===== config.mk =====
export PLATFORM = sky130hd
export DESIGN_NAME = qtz_chunk_sequencer
export DESIGN_NICKNAME = d
export VERILOG_FILES = /design/src/rtl/qtz_pkg.sv /design/src/rtl/qtz_chunk_sequencer.sv
export SDC_FILE = /design/constraint.sdc
export NUM_CORES = 1
export LEC_CHECK = 0
export CAP_MARGIN = 10
export CORE_AREA = 2 2 39 41
export DETAILED_ROUTE_END_ITERATION = 7
export DIE_AREA = 0 0 41 43
export PLACE_DENSITY = 0.45
export SLEW_MARGIN = 20
export SYNTH_ARGS = -nofsm -noshare
export SYNTH_HDL_FRONTEND = slang
export SYNTH_SLANG_ARGS = --single-unit

===== constraint.sdc =====
create_clock -name clk -period 2.5 [get_ports clk]
set_clock_uncertainty 0.1 [all_clocks]
set_input_delay 0.25 -clock clk [delete_from_list [all_inputs] [get_ports clk]]
set_output_delay 0.25 -clock clk [all_outputs]
set_load 0.005 [all_outputs]

===== src/rtl/qtz_pkg.sv =====
// qtz_pkg: shared constants and types for the quantizer chunk sequencer.
// The chunk geometry is fixed here; everything else is derived from
// FEATURE_COUNT and FEATURES_PER_CC so the two stay consistent.
package qtz_pkg;

   // Input features per sample and mux lanes per chunk.
   localparam int FEATURE_COUNT   = 617;
   localparam int FEATURES_PER_CC = 155;

   // Derived chunk geometry.
   localparam int NUM_CHUNKS = (FEATURE_COUNT + FEATURES_PER_CC - 1) / FEATURES_PER_CC;
   localparam int CTR_W      = $clog2(NUM_CHUNKS);
   localparam int LAST_LANES = FEATURE_COUNT - (NUM_CHUNKS - 1) * FEATURES_PER_CC;

   // Chunk select driven to the quantizer input mux.
   typedef logic [CTR_W-1:0] chunk_sel_t;

   // Index of the final chunk of a sample.
   localparam chunk_sel_t LAST_CHUNK = chunk_sel_t'(NUM_CHUNKS - 1);

   // Sequencer states.
   typedef enum logic [1:0] {
      IDLE = 2'd0,
      RUN  = 2'd1,
      DONE = 2'd2
   } qtz_seq_state_t;

   // Lane masks: every lane live, or only the low LAST_LANES lanes live on
   // the final chunk (upper lanes carry zero padding).
   localparam logic [FEATURES_PER_CC-1:0] FULL_LANE_MASK = '1;
   localparam logic [FEATURES_PER_CC-1:0] LAST_LANE_MASK =
      {{(FEATURES_PER_CC - LAST_LANES){1'b0}}, {LAST_LANES{1'b1}}};

endpackage : qtz_pkg


===== src/rtl/qtz_chunk_sequencer.sv =====
// qtz_chunk_sequencer: steps the quantizer input-mux chunk select through
// every feature chunk of one sample, one chunk per valid/ready handshake.
// Select and valid are held stable under backpressure. Abort cancels the
// sample without a done pulse. All outputs come from registered state.
//
// Optional build macro: QTZ_LANE_MASK_EN adds a registered lane_mask output
// that marks which mux lanes of the current chunk carry real features.
module qtz_chunk_sequencer
   import qtz_pkg::*;
(
   input  logic                       clk,
   input  logic                       nrst,
   input  logic                       start,
   input  logic                       abort,
   input  logic                       out_ready,
   output chunk_sel_t                 ctr,
   output logic                       out_valid,
   output logic                       out_last,
   output logic                       busy,
   output logic                       done
`ifdef QTZ_LANE_MASK_EN
   ,
   output logic [FEATURES_PER_CC-1:0] lane_mask
`endif
);

   qtz_seq_state_t state_q, state_d;
   chunk_sel_t     ctr_q, ctr_d;
   logic           valid_q, valid_d;
   logic           handshake;

   assign handshake = valid_q && out_ready;

   // Next-state and chunk counter; abort overrides every other transition.
   always_comb begin
      // NOTE: every variable gets a default first so no path leaves it
      // unassigned, which would otherwise infer a latch.
      state_d = state_q;
      ctr_d   = ctr_q;
      valid_d = valid_q;

      if (abort) begin
         state_d = IDLE;
         ctr_d   = '0;
         valid_d = 1'b0;
      end else begin
         unique case (state_q)
            IDLE: begin
               if (start) begin
                  state_d = RUN;
                  ctr_d   = '0;
                  valid_d = 1'b1;
               end
            end
            RUN: begin
               if (handshake) begin
                  if (ctr_q == LAST_CHUNK) begin
                     state_d = DONE;
                     ctr_d   = '0;
                     valid_d = 1'b0;
                  end else begin
                     ctr_d = ctr_q + chunk_sel_t'(1);
                  end
               end
            end
            DONE: begin
               // One-cycle completion marker; start here is deliberately dropped.
               state_d = IDLE;
               ctr_d   = '0;
               valid_d = 1'b0;
            end
            default: begin
               state_d = IDLE;
               ctr_d   = '0;
               valid_d = 1'b0;
            end
         endcase
      end
   end

   // State, select and valid registers.
   always_ff @(posedge clk or negedge nrst) begin
      if (!nrst) begin
         state_q <= IDLE;
         ctr_q   <= '0;
         valid_q <= 1'b0;
      end else begin
         // NOTE: non-blocking assignments so every register samples the
         // pre-edge values, independent of statement order.
         state_q <= state_d;
         ctr_q   <= ctr_d;
         valid_q <= valid_d;
      end
   end

   // Outputs decoded from registered state only.
   assign ctr       = ctr_q;
   assign out_valid = valid_q;
   assign out_last  = valid_q && (ctr_q == LAST_CHUNK);
   assign busy      = (state_q != IDLE);
   assign done      = (state_q == DONE);

`ifdef QTZ_LANE_MASK_EN
   logic [FEATURES_PER_CC-1:0] lane_mask_q, lane_mask_d;

   // Lane mask follows the next select so it lines up with ctr each cycle.
   always_comb begin
      lane_mask_d = '0;
      if (valid_d) begin
         lane_mask_d = (ctr_d == LAST_CHUNK) ? LAST_LANE_MASK : FULL_LANE_MASK;
      end
   end

   // Lane mask register, cleared with the rest of the sequencer.
   always_ff @(posedge clk or negedge nrst) begin
      if (!nrst) begin
         lane_mask_q <= '0;
      end else begin
         lane_mask_q <= lane_mask_d;
      end
   end

   assign lane_mask = lane_mask_q;
`endif

endmodule : qtz_chunk_sequencer


==> summary.txt <==
Route
  • WL per Instance: 9.235 um
  • Final wirelength: 471 um
  • DR vias/cell: 4.020
  • DR pass1 iterations: 4
  • Via count: 205
  • First DRT Iteration DRCs: 9
  • Post-route ant nets: 0
  • DRC: 0

Cells and area
  • Nets: 43
  • ANT cells: 0
  • Syn-to-layout area delta: 65.52%
  • Filler instances: 146
  • Share of cells above drive strength 1: 17.14%
  • Final Cell Area: 360.3 um^2

Synth
  • Synth warn: 0
  • Post-synthesis cell type count: 15
  • Post-synth EDFFs: 0
  • Flops & latches, synth: 4
  • Synth top area share: 45.98%
  • Top_reg_cell synth: dfrtp_1
  • Top post-synthesis cells by area: dfrtp_1 46%, a211oi_1 6.9%, ha_1 5.7%, nor3b_2 5.7%, a21oi_1 4.6%
  • Syn nets: 28
  • Sequential-to-total area share from yosys stat: 45.98%
  • Post-Synthesis Cells: 22
  • Post-synthesis async set-or-reset flop share: 100.0%
  • Avg Synthesized Cell Area: 9.896 um^2
  • Post-Syn Area: 217.7 um^2
  • Synth area leader: dfrtp_1

Timing
  • Final setup TNS: 0 ns
  • Fin crit share: 75.57%
  • Hold_ws: 0.1117 ns
  • Fin. max-slew vios: 0
  • Final number of setup-violating endpoints: 0
  • Slew headroom: 85.47%
  • Fin crit period: 1.889 ns
  • Final hold viol count: 0
  • Max Fclk: 0.5293 GHz
  • Worst-Margin Slew: 0.2167 ns
  • Unrepaired setup endpoints after global routing: false

Worst setup path
  • Critical path fanouts, max: 5
  • Crit. End Element: output port
  • FF-to-FF Start: ctr[0]$_DFFE_PN0P_
  • R2R setup slack: 1.19 ns
  • WP data arrival: 1.54 ns
  • Critical setup path kind: reg2out
  • Crit path from: ctr[0]$_DFFE_PN0P_
  • Crit start category: flip-flop
  • Worst Path Required: 2.15 ns
  • CP Capture Point: out_last
  • Register-to-Register Path Depth: 3
  • RR Endpoint: state_q[0]$_DFFE_PN0P_

CTS
  • Root Buffer: clkbuf_4
  • Post-CTS setup repair buffer count: 0
  • Clock sinks: 4
  • Max clock buf depth: 2
  • Num CTS Buffers: 3
  • H-tree levels: 1
  • Worst skew pair latency: 0.23 ns
  • CTS tree: done
  • Post-CTS resize count: 0
  • CTS Hold Bufs: 0
  • Clk pin slew, worst setup/hold paths: 0.04 ns

Power
  • Power Density: 497.1 mW/mm^2
  • Worst vdd ir: 0.0001613 V
  • Leak: 0.1602 nW

Placed design
  • Hpwl dp: 357.2 um
  • Gp weighted congestion: 0.7115
  • Port Buf Inserts: 10
  • Placed Area: 337.8 um^2

Global routing
  • Largest net degree at the start of global routing: 9
  • First-pass GRT wire length: 883 um
  • Initial antenna violation count: 0
  • Vias in the first global route: 218
  • Remaining global-route overflow: 0
  • Gr usage total: 7.754%

Run
  • Max capacitance violation total: 0

Floorplanning
  • Row count: 14
  • DIE AREA: 0.001763 mm^2
  • I/O pins: 11
  • Die extent in x: 41 um
  • Effective utilization at floorplan: 15.73%
  • Die Y: 43 um
  • Core ar.: 0.001384 mm^2

Hold path
  • Worst min path class: in2async

Status
  • Status: completed
## cells by family (layout without fill, tap and decap cells)
| logic type | Yosys count | after routing | share of synthesized area (%) |
|---|---|---|---|
| AND/OR/NAND/NOR | 10 | 10 | 28.17 |
| adder cells (fa/ha/maj) | 1 | 1 | 5.746 |
| multiplexers | 1 | 1 | 4.598 |
| flip-flops | 4 | 4 | 45.98 |
| buffers and inverters | 1 | 14 | 1.722 |
| AO/OA/AOI/OAI | 5 | 5 | 13.79 |
## power breakdown
group | switching [W] | internal, W
Sequential | 0.00000446 | 0.0000680
Clock | 0.0000252 | 0.0000536
Combinational | 0.00000952 | 0.0000183
Total | 0.0000392 | 0.000140
## cells in the mapped netlist (all sizes together), types with 2 or more instances
cell type	instances
a211oi	2
a21oi	2
dfrtp	4
nand2	2
nor2	2
or2	2
## cells in the final DEF, fill, tap and decap left out, drive strengths merged
cell,count
inv,1
or2,2
ha,1
nor2,2
clkbuf,3
clkdlybuf4s50,10
dfrtp,4
and2,1
a211oi,2
nor2b,1
a21oi,2
nor3b,1
o21ai,1
and2b,1
nand2,2
mux2i,1
## how the worst min path moves through the flow
stage,start,endpoint,slack (ns),cells after the start
final,nrst,ctr[0]$_DFFE_PN0P_,0.11,1
after global routing,nrst,ctr[1]$_DFFE_PN0P_,0.12,1
after CTS,nrst,ctr[1]$_DFFE_PN0P_,0.11,1
after detailed placement,nrst,state_q[0]$_DFFE_PN0P_,0.36,1
after global placement,nrst,state_q[0]$_DFFE_PN0P_,0.36,1
after floorplan,nrst,ctr[0]$_DFFE_PN0P_,-0.15,0
## critical path, stage by stage, from the launching register on
cell	delay, ns
dfrtp_1	0.42
ha_1	0.20
and2_1	0.17
clkdlybuf4s50_1	0.51
## final cells by class
cell class              instances  area, um^2  share of cell area, %
inverters                       1       3.754                  1.042
flip-flops and latches          4       100.1                  27.78
well taps                      16       20.02                  5.556
multi-input cells              17       113.9                  31.60
clock buffers                   3       22.52                  6.250
repair buffers                 10       100.1                  27.78
## sequential cells by signal, summed over array words and instances (netlist names)
register	count
ctr	2
state_q	2
## through the flow
step	instances	util, %	power [W]	setup slack, ns
floorplan	22	-	0.00008274	1.280
global placement	48	24.41	0.0001015	0.8547
detailed placement	48	24.41	0.0001013	0.8640
CTS	51	26.04	0.0001831	0.5866
global route	51	26.04	0.0001947	0.4997
finish	51	26.04	0.0001791	0.6109
## routing by layer
layer / vias up / wire length [um] / track usage (%)
met3: 0 / 36 / 3.141
met1: 92 / 249 / 10.71
met5: - / 0 / 0
li1: 103 / - / -
met4: 0 / 0 / 6.000
met2: 10 / 186 / 9.063
No activity file was read; power rests on OpenSTA's default activity.
